==> config.mk <==
export PLATFORM = sky130hd
export DESIGN_NAME = reset_sequencer
export DESIGN_NICKNAME = d
export VERILOG_FILES = /design/src/rtl/rst_seq_pkg.sv /design/src/rtl/reset_sequencer_sync_2ff.sv /design/src/rtl/reset_sequencer.sv
export SDC_FILE = /design/constraint.sdc
export NUM_CORES = 1
export LEC_CHECK = 0
export ABC_AREA = 0
export BUFFER_PORTS_ARGS = -buffer_cell sky130_fd_sc_hd__buf_4
export CAP_MARGIN = 20
export CORE_UTILIZATION = 55
export CTS_CLUSTER_DIAMETER = 40
export CTS_CLUSTER_SIZE = 16
export DETAILED_ROUTE_END_ITERATION = 12
export GPL_TIMING_DRIVEN = 0
export PLACE_DENSITY_LB_ADDON = 0.15
export SYNTH_ARGS = -nofsm -noshare
export SYNTH_HDL_FRONTEND = slang
export SYNTH_SLANG_ARGS = --single-unit
==> constraint.sdc <==
create_clock -name clock -period 4.5 [get_ports clock]
set_input_delay 0.45 -clock clock [delete_from_list [all_inputs] [get_ports clock]]
set_output_delay 0.45 -clock clock [all_outputs]
set_load 0.05 [all_outputs]
==> src/rtl/rst_seq_pkg.sv <==
// rst_seq_pkg: shared definitions for the reset sequencer.
//   STATE_W  width of the state readback port
//   state_t  FSM encodings. The encodings are fixed because software reads
//            them back through the state port. SOFT is always part of the
//            encoding, even in builds where the soft-reset path is absent.
package rst_seq_pkg;

  localparam int STATE_W = 3;

  typedef enum logic [STATE_W-1:0] {
    ST_HOLD     = 3'd0,
    ST_PLL_WAIT = 3'd1,
    ST_CLK_SW   = 3'd2,
    ST_CORE_REL = 3'd3,
    ST_USER_REL = 3'd4,
    ST_RUN      = 3'd5,
    ST_SOFT     = 3'd6
  } state_t;

endpackage

==> src/rtl/reset_sequencer_sync_2ff.sv <==
// sync_2ff: two-flop synchroniser with an asynchronous, active-low reset.
//   clock      destination clock
//   resetb     asynchronous active-low reset; loads RESET_VAL into both flops
//   i_d        asynchronous input
//   o_q        synchronised output, two clocks behind i_d
module sync_2ff
  import rst_seq_pkg::*;
#(
  parameter logic RESET_VAL = 1'b0
) (
  input  logic clock,
  input  logic resetb,
  input  logic i_d,
  output logic o_q
);

  logic r_meta;
  logic r_sync;

  always_ff @(posedge clock or negedge resetb) begin
    if (!resetb) begin
      r_meta <= RESET_VAL;
      r_sync <= RESET_VAL;
    end else begin
      r_meta <= i_d;
      r_sync <= r_meta;
    end
  end

  assign o_q = r_sync;

endmodule

==> src/rtl/reset_sequencer.sv <==
// reset_sequencer: power-on bring-up for the management domain. It runs on the
// external clock and steps through these stages: enable PLL, wait for lock,
// switch the clock mux, release the core reset, then release the user reset.
// Optional build macro: RSTSEQ_SOFT_RESET_EN adds the soft_rst_req port and
// the SOFT state.
// Ports:
//   clock         external (pre-PLL) clock
//   resetb        asynchronous active-low reset (POR and pin combined)
//   pll_lock      PLL lock, asynchronous; synchronised inside
//   soft_rst_req  single-cycle software reset request (macro builds only)
//   pll_ena       PLL enable
//   clk_sel_pll   clock mux select: 1 selects the PLL clock
//   core_resetb   active-low reset to the management core
//   user_resetb   active-low reset to the user project
//   seq_done      high while in RUN
//   lock_timeout  sticky: the PLL never locked, so the chip runs on the external clock
//   lock_lost     sticky: lock dropped while the PLL clock was selected
//   state         current FSM state, for readback
//
// state    | meaning
// ---------+--------------------------------------------------------------
// HOLD     | everything held in reset, waiting for the synchronised release
// PLL_WAIT | PLL enabled; waiting for lock, or for the timeout to expire
// CLK_SW   | clock mux switched (or timed out); waiting one stage gap
// CORE_REL | core reset released; waiting one stage gap
// USER_REL | user reset released; RUN follows on the next cycle
// RUN      | sequence complete; watching for loss of lock
// SOFT     | software reset: both resets asserted for one stage gap
module reset_sequencer
  import rst_seq_pkg::*;
#(
  parameter int CNT_W        = 16,
  parameter int LOCK_TIMEOUT = 4096,
  parameter int STAGE_GAP    = 16
) (
  input  logic               clock,
  input  logic               resetb,
  input  logic               pll_lock,
`ifdef RSTSEQ_SOFT_RESET_EN
  input  logic               soft_rst_req,
`endif
  output logic               pll_ena,
  output logic               clk_sel_pll,
  output logic               core_resetb,
  output logic               user_resetb,
  output logic               seq_done,
  output logic               lock_timeout,
  output logic               lock_lost,
  output logic [STATE_W-1:0] state
);

  localparam logic [CNT_W-1:0] LOAD_LOCK = CNT_W'(LOCK_TIMEOUT);
  localparam logic [CNT_W-1:0] LOAD_GAP  = CNT_W'(STAGE_GAP);

  logic w_rst_rel;
  logic w_lock_s;
  logic w_expire;
  logic w_lock_fall;

  state_t           r_state;
  logic [CNT_W-1:0] r_cnt;
  logic             r_lock_d;
  logic             r_pll_ena;
  logic             r_clk_sel;
  logic             r_core_rb;
  logic             r_user_rb;
  logic             r_seq_done;
  logic             r_lock_to;
  logic             r_lock_lost;

  sync_2ff #(.RESET_VAL(1'b0)) u_rst_sync (
    .clock  (clock),
    .resetb (resetb),
    .i_d    (1'b1),
    .o_q    (w_rst_rel)
  );

  sync_2ff #(.RESET_VAL(1'b0)) u_lock_sync (
    .clock  (clock),
    .resetb (resetb),
    .i_d    (pll_lock),
    .o_q    (w_lock_s)
  );

  // A count of 1 means the counter reaches 0 on this edge. Acting on that
  // edge keeps the dwell in each timed state exactly equal to the loaded count.
  assign w_expire    = (r_cnt <= CNT_W'(1));
  assign w_lock_fall = r_lock_d & ~w_lock_s;

  always_ff @(posedge clock or negedge resetb) begin
    if (!resetb) begin
      r_state     <= ST_HOLD;
      r_cnt       <= '0;
      r_lock_d    <= 1'b0;
      r_pll_ena   <= 1'b0;
      r_clk_sel   <= 1'b0;
      r_core_rb   <= 1'b0;
      r_user_rb   <= 1'b0;
      r_seq_done  <= 1'b0;
      r_lock_to   <= 1'b0;
      r_lock_lost <= 1'b0;
    end else begin
      r_lock_d <= w_lock_s;
      if (r_cnt != '0) r_cnt <= r_cnt - CNT_W'(1);

      case (r_state)
        ST_HOLD: begin
          if (w_rst_rel) begin
            r_state   <= ST_PLL_WAIT;
            r_pll_ena <= 1'b1;
            r_cnt     <= LOAD_LOCK;
          end
        end
        ST_PLL_WAIT: begin
          // Lock is checked first, so lock arriving in the expiry cycle wins.
          if (w_lock_s) begin
            r_state   <= ST_CLK_SW;
            r_clk_sel <= 1'b1;
            r_cnt     <= LOAD_GAP;
          end else if (w_expire) begin
            r_state   <= ST_CLK_SW;
            r_lock_to <= 1'b1;
            r_cnt     <= LOAD_GAP;
          end
        end
        ST_CLK_SW: begin
          if (w_expire) begin
            r_state   <= ST_CORE_REL;
            r_core_rb <= 1'b1;
            r_cnt     <= LOAD_GAP;
          end
        end
        ST_CORE_REL: begin
          if (w_expire) begin
            r_state   <= ST_USER_REL;
            r_user_rb <= 1'b1;
          end
        end
        ST_USER_REL: begin
          r_state    <= ST_RUN;
          r_seq_done <= 1'b1;
        end
        ST_RUN: begin
          // Fall back to the external clock; there is no automatic re-switch.
          if (w_lock_fall && r_clk_sel) begin
            r_clk_sel   <= 1'b0;
            r_lock_lost <= 1'b1;
          end
`ifdef RSTSEQ_SOFT_RESET_EN
          if (soft_rst_req) begin
            r_state    <= ST_SOFT;
            r_core_rb  <= 1'b0;
            r_user_rb  <= 1'b0;
            r_seq_done <= 1'b0;
            r_cnt      <= LOAD_GAP;
          end
`endif
        end
`ifdef RSTSEQ_SOFT_RESET_EN
        ST_SOFT: begin
          if (w_expire) begin
            r_state   <= ST_CORE_REL;
            r_core_rb <= 1'b1;
            r_cnt     <= LOAD_GAP;
          end
        end
`endif
        default: r_state <= ST_HOLD;
      endcase
    end
  end

  assign pll_ena      = r_pll_ena;
  assign clk_sel_pll  = r_clk_sel;
  assign core_resetb  = r_core_rb;
  assign user_resetb  = r_user_rb;
  assign seq_done     = r_seq_done;
  assign lock_timeout = r_lock_to;
  assign lock_lost    = r_lock_lost;
  assign state        = r_state;

endmodule
Word-level counts from Yosys, hierarchy flattened
Cells that the tools add are included.

storage, ports and cells
  bits in registers = 31
  bits of input ports = 3
  output and inout port bits = 10
  logic and storage cells = 55

cells by class
  $add $sub $neg = 1
  magnitude comparators = 1
  equal/unequal tests = 11
  multiplexer cells = 14
  bitwise operators = 3
  reductions and logical operators = 11

operator list
  kind                                                                                count
  16-bit 2-to-1 mux                                                                   4
  16-bit one-hot mux with 3 select lines                                              1
  3-bit one-hot mux with 6 select lines                                               1
  16-bit by 1-bit less-or-equal comparator with 1-bit output (second input constant)  1
  16-bit nonzero test                                                                 1
  16-bit by 1-bit subtractor with 16-bit output (second input constant)               1
  3-bit 2-to-1 mux                                                                    5
  2-bit AND reduction                                                                 4
  3-bit by 2-bit equality test with 1-bit output (second input constant)              2
  3-bit equality test (second input constant)                                         2
  2-bit inequality test (second input constant)                                       3
  3-bit AND reduction                                                                 2
  5-bit AND reduction                                                                 1
  2-bit by 1-bit inequality test with 1-bit output (second input constant)            2
  3-bit by 1-bit equality test with 1-bit output (second input constant)              1
  3-bit logical NOT                                                                   1
  3-bit by 2-bit inequality test with 1-bit output (second input constant)            1
  1-bit 2-to-1 mux                                                                    2
  1-bit inverter                                                                      2
  1-bit one-hot mux with 2 select lines                                               1
  2-bit nonzero test                                                                  1
  1-bit bitwise AND                                                                   1
  1-bit logical AND                                                                   1

Longest topological paths before layout
Gate-level depths: netlist of run 1.

  depth in word-level cells = 5
  gate-level depth with buffers = 8
  mapped depth without buffers = 7

Cells and area by module
From an unflattened synthesis of run 1, not the netlist that was laid out.

unflattened totals
  cells, all modules = 146
  area, all modules = 1541.5 um^2

by module, submodules not included
  module           times used  cells an instance  area each (um^2)  seq. area each (um^2)
  reset_sequencer  1           142                1441.4            675.6
  sync_2ff         2           2                  50.0              50.0

Worst setup path after synthesis of run 1
No wires, ideal clock.

  kind = flip-flop to flip-flop
  start point = register r_cnt[0]
  end point = register r_cnt[4]
  library setup time = 142 ps
  data arrival time = 1921 ps
  slack = 2438 ps
  cell stages (with the launch flop) = 8
  buffers on the path = 0
  clock period less this slack = 2062 ps
  cells stage by stage = dfrtp_1 -> inv_1 -> ha_1 -> nor4b_1 -> nor3b_1 -> a21oi_1 -> xnor2_1 -> a21oi_1

on the way
  longest elaborated chain between the ends = 5
  elaborated cells on any way between the ends = 8
  classes of those cells = add/sub: 1; order compare: 1; mux: 5; reduce/logical: 1

ends and longest elaborated chain
  element                                                                               line                                            text
  start, declared                                                                       reset_sequencer.sv:61                           logic [CNT_W-1:0] r_cnt;
  start signal, assigned                                                                reset_sequencer.sv:104                          if (r_cnt != '0) r_cnt <= r_cnt - CNT_W'(1);
  16-bit by 1-bit subtractor with 16-bit output or 16-bit nonzero test (tied branches)  reset_sequencer.sv:104
  16-bit 2-to-1 mux                                                                     reset_sequencer.sv:104
  16-bit 2-to-1 mux                                                                     reset_sequencer.sv:120, reset_sequencer.sv:127
  16-bit 2-to-1 mux                                                                     reset_sequencer.sv:116                          if (w_lock_s) begin
  16-bit one-hot mux with 3 select lines *                                              reset_sequencer.sv:106                          case (r_state)

Mark *: on every way between the ends. The rest lies on a longest branch, timed or not.
A chain may end at the register's enable or synchronous reset.

Worst setup path in the final report of run 1
Ends and elaborated chain as after synthesis.

==> results_dict.tcl, run 1 <==
set metrics [dict create \
    outcome "finished, final reports clean" \
    crit_buf_inv 1 \
    nFillCells 206 \
    post-route-period-util_pct 54.4 \
    cts.hold.buffers_added 0 \
    cp.depth 7 \
    tightestPinTransition_ns 0.674 \
    synth.distinct_cells 41 \
    p_sw_share_pct 46.9 \
    setup_slack_ns 2.05 \
    final_antenna_net_count 0 \
    worstRegToRegCells 7 \
    seq_power_share_pct 35.4 \
    p_int_uw 731 \
    place.gp.congestion 0.771 \
    synth-edff-count 0 \
    clock-sinks 31 \
    reg2reg_slack_ns 2.05 \
    worst_r2r_endpoint "r_cnt[4]" \
    pre_cts_ws_ns 2.06 \
    hpwl_um 2000 \
    share_comb_of_total_power_pct 53.4 \
    ir_worst_vdd_v 0.000689 \
    drtPass1Iterations 4 \
    synth-seq-cells 31 \
    die_x_um 54.8 \
    grtUsageTotal_pct 21.5 \
    final_common_cell "dfrtp_1" \
    post_drt_wl_per_cell_um 14.0 \
    nets 173 \
    cts_setup_buffers 0 \
    clkPwrFrac_pct 11.1 \
    tns_ns 0 \
    crit_end "r_cnt[4]" \
    die-area_mm2 0.00300 \
    max-slew-margin-rel_pct 54.7 \
    synth_fp_nets 154 \
    multi_input_area_um2 717 \
    io_pins 13 \
    synth_area_per_cell_um2 10.4 \
    final_cell_mix "dfrtp_1, nor2_1, buf_4, nand2_1, a21oi_1" \
    vias_per_cell 5.86 \
    p_leak_uw 0.000774 \
    r2r-start "r_cnt[0]" \
    die_h_um 54.8 \
    ys_async_sr_fraction_pct 100 \
    num_rows 18 \
    cp_slowest_cell "nor3b_1" \
    synth_cells 148 \
    grt_pass1_wl_um 4440 \
    grt_max_degree 32 \
    drc_errors 0 \
    cp-startpoint "r_cnt[0]" \
    worstPathMaxFanout 6 \
    hold_violations 0 \
    arrival_ns 2.65 \
    critPathKind "register to register" \
    cts_buffers 5 \
    setup.worst_path.start_class "register" \
    clock-root-buffer "clkbuf_4" \
    power_switching_uw 647 \
    fin_crit_ns 2.45 \
    diodes 0 \
    path_clk_slew_ns 0.10 \
    ys.flop_type "dfrtp_1" \
    clockBufferDepth 2 \
    syn2layout_area_growth_pct 11.7 \
    synth_warnings 0 \
    portBuffers 12 \
    area.sequential_um2 776 \
    cts_resized 0 \
    start_util_pct 60.3 \
    cts_max_level 2 \
    antenna_found_initial 0 \
    drtIter0Drc 39 \
    cts_tree "done" \
    ys_seq_area_share_pct 50.6 \
    layout-drive-gt1-share_pct 18.5 \
    max_stage_delay_ns 0.61 \
    endpoint_kind "register" \
    cp.required_ns 4.70 \
    holdWs_ns 0.0312 \
    rsz0062_at_grt "no" \
    setup_violations 0 \
    hp-class "input port to asynchronous set/reset pin" \
    overflow 0 \
    drt-total-wl_um 2760 \
    syn-cell-area_mm2 0.00153 \
    core_area_mm2 0.00254 \
    drv_slew 0 \
    drv_cap 0 \
    path_cells "inv_1 > ha_1 > nor4b_1 > nor3b_1 > a21oi_1 > xnor2_1 > a21oi_1" \
    grt_pass1_vias 1040 \
    clkLatencyLatePin_ns 0.33 \
    cpLargestDelayFamily "simple AND/OR/NAND/NOR gates" \
    powerDensity_mw_per_mm2 804 \
    num_vias 1161 \
    fin_skew_ns 0.0139 \
    fmax_mhz 408 \
    cpMostUsedCell "a21oi_1" \
]
cell type report:
type	instances	area share [%]
sequential	31	45.3
multi-input combinational	108	41.8
timing repair buffer	12	5.26
clock buffer	5	2.19
tap	30	2.19
buffer	4	1.31
inverter	5	1.09
clock inverter	3	0.876
state kept, by name, summed over array words and instances, names as in the netlist:
register and flops:
r_cnt 16, state 3, clk_sel_pll 1, core_resetb 1, lock_lost 1, lock_timeout 1
pll_ena 1, r_lock_d 1, seq_done 1, u_lock_sync.o_q 1, u_lock_sync.r_meta 1, u_rst_sync.o_q 1
u_rst_sync.r_meta 1, user_resetb 1
worst min-delay path by stage:
stage,slack [ns],depth (start not counted),end,start
2_1_floorplan,0.15,0,clk_sel_pll,resetb
5_1_grt,0.05,1,r_cnt[6],resetb
6_report,0.03,1,r_cnt[6],resetb
4_1_cts,0.04,1,r_cnt[6],resetb
3_3_place_gp,0.33,0,u_rst_sync.o_q,u_rst_sync.r_meta
3_5_place_dp,0.34,0,u_lock_sync.o_q,u_lock_sync.r_meta
through the flow:
stage / std cells / util, % / cell area [µm²] / power [µW]
after CTS: 198 / 67.4 / 1710 / 1390
after floorplan: 148 / - / 1530 / 1060
after global placement: 190 / 65.3 / 1660 / 1200
after detailed placement: 190 / 65.3 / 1660 / 1230
after global routing: 198 / 67.4 / 1710 / 1490
final: 198 / 67.4 / 1710 / 1380
cells in the mapped netlist (all sizes together) (3+ instances only):
library cell / n / share of area [%]
o31ai: 3 / 1.5
nor4: 6 / 4.4
nand2b: 4 / 1.6
dfrtp: 31 / 51
inv: 5 / 1.2
clkbuf: 3 / 0.73
a21o: 3 / 1.5
o21ai: 3 / 0.98
nor2: 20 / 4.9
nand2: 12 / 3.4
nor3: 6 / 2.0
a21oi: 11 / 3.6
xnor2: 6 / 3.4
ha: 3 / 2.4
or2: 3 / 1.2
routing by layer:
| metal | track usage (%) | wire length, µm |
|---|---|---|
| met1 | 27.4 | 1280 |
| met3 | 6.67 | 131 |
| met5 | 0 | 0 |
| met4 | 8.97 | 25 |
| met2 | 33.3 | 1320 |
power groups by stage:
| stage | logic (µW) | clock network (µW) | registers, µW |
|---|---|---|---|
| 2_1_floorplan | 490 | 0 | 575 |
| 3_3_place_gp | 718 | 0 | 486 |
| 3_5_place_dp | 738 | 0 | 494 |
| 4_1_cts | 741 | 157 | 489 |
| 5_1_grt | 814 | 169 | 503 |
| 6_report | 737 | 153 | 489 |
logic make-up (layout without fill, tap and decap cells):
family	Yosys count	in the layout	synth area share (%)
adder cells (fa/ha/maj)	3	3	2.45
AO/OA/AOI/OAI	32	32	15.5
other	1	1	0.244
AND/OR/NAND/NOR	65	65	24.5
flip-flops	31	31	50.6
XOR/XNOR	6	6	3.43
multiplexers	1	1	0.653
buffers and inverters	9	29	2.69
Power figures use the tool's default switching activity.
==> run 2: changes to the inputs <==
Clock period 4.5 ns to 2.5 ns, I/O delays scaled along.
==> run 2 against run 1 <==
Final area grew 1.2%; largest cell class unchanged; combinational power is 83% higher; register-to-register slack worse by 1.9 ns; critical path type unchanged.
==> results_dict.tcl, run 2 (same netlist as run 1, synthesis figures left out) <==
set metrics [dict create \
    hpwl_um 2000 \
    cts_tree "done" \
    tightestPinTransition_ns 0.674 \
    crit_end "r_cnt[15]" \
    core_area_mm2 0.00254 \
    worst_r2r_endpoint "r_cnt[15]" \
    reg2reg_slack_ns 0.16 \
    grt_max_degree 32 \
    critPathKind "register to register" \
    die_x_um 54.8 \
    drv_slew 0 \
    clkLatencyLatePin_ns 0.33 \
    tns_ns 0 \
    fin_skew_ns 0.0125 \
    largest-register "r_cnt" \
    p_leak_uw 0.000783 \
    layout-drive-gt1-share_pct 19.5 \
    r2r-start "r_cnt[0]" \
    drtPass1Iterations 4 \
    outcome "finished, final reports clean" \
    clock-root-buffer "clkbuf_4" \
    grt_pass1_wl_um 4440 \
    largest_register_ffs 16 \
    post_drt_wl_per_cell_um 14.3 \
    drv_cap 0 \
    path_clk_slew_ns 0.10 \
    drc_errors 0 \
    clkPwrFrac_pct 10.9 \
    vias_per_cell 5.88 \
    setup_violations 0 \
    fin_crit_ns 2.34 \
    p_int_uw 1330 \
    cp-startpoint "r_cnt[0]" \
    io_pins 13 \
    clockBufferDepth 2 \
    p_sw_share_pct 47.1 \
    nets 174 \
    dpl_cell_area_mm2 0.00166 \
    power_switching_uw 1180 \
    share_comb_of_total_power_pct 53.7 \
    powerDensity_mw_per_mm2 1450 \
    num_rows 18 \
    cts_setup_buffers 0 \
    start_util_pct 60.3 \
    max-slew-margin-rel_pct 54.6 \
    num_vias 1171 \
    post-route-period-util_pct 93.6 \
    fmax_mhz 427 \
    place.gp.congestion 0.771 \
    cts_buffers 5 \
    final_cell_mix "dfrtp_1, nor2_1, buf_4, nand2_1, a21oi_1" \
    die_h_um 54.8 \
    drt-total-wl_um 2840 \
    diodes 0 \
    cp.required_ns 2.72 \
    fin_area_mm2 0.00174 \
    grt_pass1_vias 1040 \
    drtIter0Drc 36 \
    cts_max_level 2 \
    worstRegToRegCells 8 \
    overflow 0 \
    clock-sinks 31 \
    endpoint_kind "register" \
    antenna_found_initial 0 \
    grtUsageTotal_pct 21.5 \
    rsz0062_at_grt "no" \
    total_power_uw 2510 \
    portBuffers 12 \
    hold_violations 0 \
    seq_power_share_pct 35.4 \
    final_antenna_net_count 0 \
    worstPathMaxFanout 10 \
    hp-class "input port to register" \
    arrival_ns 2.56 \
    setup.worst_path.start_class "register" \
    nFillCells 205 \
    die-area_mm2 0.00300 \
    final_common_cell "dfrtp_1" \
    syn2layout_area_growth_pct 13.1 \
    ir_worst_vdd_v 0.00124 \
]
==> run 2: through the flow <==
stage          hold slack (ns)  std cells  setup WS [ns]  utilization, %
2_1_floorplan          -0.0456        148          0.438               -
3_3_place_gp             0.196        190         0.0788            65.3
3_5_place_dp             0.205        190         0.0557            65.3
4_1_cts                 0.0201        199         0.0239            67.7
5_1_grt                0.00306        199         0.0362            68.2
6_report                0.0331        199          0.160            68.2
==> run 2: what timing repair did <==
item	4_1_cts	5_1_grt
hold buffers	1	0
endpoints found under the hold margin	31	0
setup endpoints to repair	0	7
resized for setup	0	2
==> run 2: routing by layer <==
| layer | GRT usage [%] | vias to the layer above | routed length, µm |
|---|---|---|---|
| met5 | 0 | - | 0 |
| met4 | 8.97 | 0 | 26 |
| met3 | 6.67 | 4 | 147 |
| met2 | 33.3 | 36 | 1380 |
| met1 | 27.4 | 562 | 1290 |
| li1 | - | 569 | - |
==> run 2: area by class of cell <==
class / instances / area (µm²) / area share (%)
Multi-Input combinational cell: 108 / 728 / 42.0
Clock inverter: 3 / 15.0 / 0.865
Timing Repair Buffer: 13 / 100 / 5.77
Inverter: 5 / 18.8 / 1.08
Tap cell: 30 / 37.5 / 2.16
Clock buffer: 5 / 37.5 / 2.16
Sequential cell: 31 / 776 / 44.7
Buffer: 4 / 22.5 / 1.30
==> run 2: how the worst min path moves through the flow <==
stage                  start                 end  depth (start not counted)
finish              pll_lock  u_lock_sync.r_meta                          1
global route        pll_lock  u_lock_sync.r_meta                          1
CTS                 pll_lock  u_lock_sync.r_meta                          1
detailed placement    resetb            r_cnt[3]                          1
global placement      resetb            r_cnt[0]                          1
floorplan             resetb         clk_sel_pll                          0
==> run 2: power by group through the flow <==
stage	combinational [µW]	sequential [µW]	clock (µW)
3_3_place_gp	1290	875	0
5_1_grt	1480	912	305
6_report	1350	888	274
3_5_place_dp	1330	889	0
4_1_cts	1340	880	283
2_1_floorplan	882	1030	0
==> run 2: critical path: stages, from the launching register on <==
cell and delay (ns):
dfrtp_1 0.45, inv_1 0.13, ha_1 0.30, nor2_1 0.12
nor4_4 0.27, a31oi_2 0.17, a2111oi_4 0.51, buf_6 0.21
nor2_1 0.06
==> run 3: changes to the inputs <==
Settings changed: CORE_MARGIN set to 8.
==> run 3 against run 2 <==
Final area up 2.2%; count of clock-buffer cells in the layout up 1; cell count up 1.0%; largest cell class unchanged; global-route usage down 8.0 points; register-to-register slack better by 0.06 ns; die area up 58%; largest power group unchanged; clock skew down 0.0073 ns; routed wire length down 0.46%; worst hold slack better by 0.33 ns; critical path depth down 1.
==> results_dict.tcl, run 3 (same netlist as run 1, synthesis figures left out) <==
set metrics [dict create \
    outcome "finished, final reports clean" \
    drt-total-wl_um 2820 \
    grt_pass1_wl_um 4770 \
    tns_ns 0 \
    clock-root-buffer "clkbuf_4" \
    worstRegToRegCells 7 \
    clockBufferDepth 2 \
    syn2layout_area_growth_pct 15.7 \
    r2r-start "r_cnt[0]" \
    nets 175 \
    cts_max_level 2 \
    vias_per_cell 5.72 \
    critPathKind "register to register" \
    met3_usage_pct 5.01 \
    final_cell_mix "dfrtp_1, nor2_1, buf_4, nand2_1, a21oi_1" \
    num_vias 1150 \
    pre_cts_ws_ns 0.0543 \
    post_drt_wl_per_cell_um 14.0 \
    die_h_um 68.8 \
    drv_cap 0 \
    cts_setup_buffers 0 \
    io_pins 13 \
    hold_path_depth 0 \
    clock-sinks 31 \
    drc_errors 0 \
    fin_skew_ns 0.00525 \
    worstPathMaxFanout 6 \
    grt_max_degree 32 \
    hold_violations 0 \
    cts_buffers 5 \
    antenna_found_initial 0 \
    tightestPinTransition_ns 0.709 \
    min_from "u_rst_sync.r_meta" \
    diodes 0 \
    p_leak_uw 0.000798 \
    worst_r2r_endpoint "r_cnt[4]" \
    total_power_uw 2620 \
    drtPass1Iterations 4 \
    cts_tree "done" \
    die_x_um 68.8 \
    die-area_mm2 0.00473 \
    clkLatencyLatePin_ns 0.32 \
    setup.worst_path.start_class "register" \
    grtUsageTotal_pct 13.5 \
    reg2reg_slack_ns 0.22 \
    start_util_pct 56.6 \
    place.gp.congestion 0.741 \
    fin_crit_ns 2.28 \
    drtIter0Drc 40 \
    powerDensity_mw_per_mm2 1480 \
    whs_endpoint "u_rst_sync.o_q" \
    grt_busiest_layer "met2" \
    largest-register "r_cnt" \
    drv_slew 0 \
    arrival_ns 2.47 \
    portBuffers 12 \
    largest_register_ffs 16 \
    rsz0062_at_grt "no" \
    use_met1_pct 16.6 \
    num_rows 19 \
    final_common_cell "dfrtp_1" \
    hp-class "register to register" \
    post-route-period-util_pct 91.2 \
    path_clk_slew_ns 0.09 \
    fmax_mhz 438 \
    setup_slack_ns 0.219 \
    ir_worst_vdd_v 0.00113 \
    overflow 0 \
    max-slew-margin-rel_pct 52.3 \
    endpoint_kind "register" \
    layout-drive-gt1-share_pct 18.8 \
    hpwl_um 2070 \
    use_met2_pct 21.0 \
    grt_pass1_vias 1075 \
    core_area_mm2 0.00271 \
    setup_violations 0 \
    cp.required_ns 2.69 \
    final_antenna_net_count 0 \
]
run 3: worst max-delay path by stage:
stage | start | to | slack, ns | cells after the start
6_report | r_cnt[0] | r_cnt[4] | 0.22 | 7
3_3_place_gp | r_cnt[0] | r_cnt[4] | 0.07 | 7
5_1_grt | r_cnt[0] | r_cnt[4] | 0.003 | 7
3_5_place_dp | r_cnt[0] | r_cnt[4] | 0.05 | 7
4_1_cts | r_cnt[0] | r_cnt[4] | 0.02 | 7
2_1_floorplan | r_cnt[0] | r_cnt[4] | 0.44 | 7
run 3: worst max-delay path, cell delays in order, from the launching register on:
cell and delay (ns):
dfrtp_1 0.45, inv_1 0.13, ha_1 0.17, nor4b_1 0.55, nor3b_2 0.45, a21oi_1 0.15
xnor2_1 0.16, a21oi_1 0.08
run 3: through the flow:
stage	cell area, µm²	hold WS (ns)	std cells	utilization, %
after floorplan	1530	-0.0456	148	-
after global placement	1660	0.199	191	61.4
after detailed placement	1660	0.203	191	61.4
after CTS	1760	0.00969	200	64.9
after global routing	1770	0.370	201	65.5
final	1770	0.365	201	65.5
run 3: repair_timing:
action | 4_1_cts | 5_1_grt
gates resized for setup | 0 | 1
hold buffers | 1 | 1
endpoints found under the setup margin | 0 | 7
endpoints found under the hold margin | 31 | 1
run 3: routing by layer:
layer | vias to the layer above | wire [µm]
met3 | 7 | 146
met4 | 0 | 47
met2 | 34 | 1280
li1 | 576 | -
met5 | - | 0
met1 | 533 | 1350
run 3: cell type report:
class                      instances  area [µm²]
fill                             231         936
sequential                        31         776
inverter                           5        18.8
buffer                             4        22.5
clock buffer                       6        51.3
tap                               31        38.8
timing repair buffer              14         110
clock inverter                     2        35.0
multi-input combinational        108         722
run 3: where the power goes:
group          internal (µW)  switching [µW]
combinational            540             794
sequential               678             204
clock                    236             168
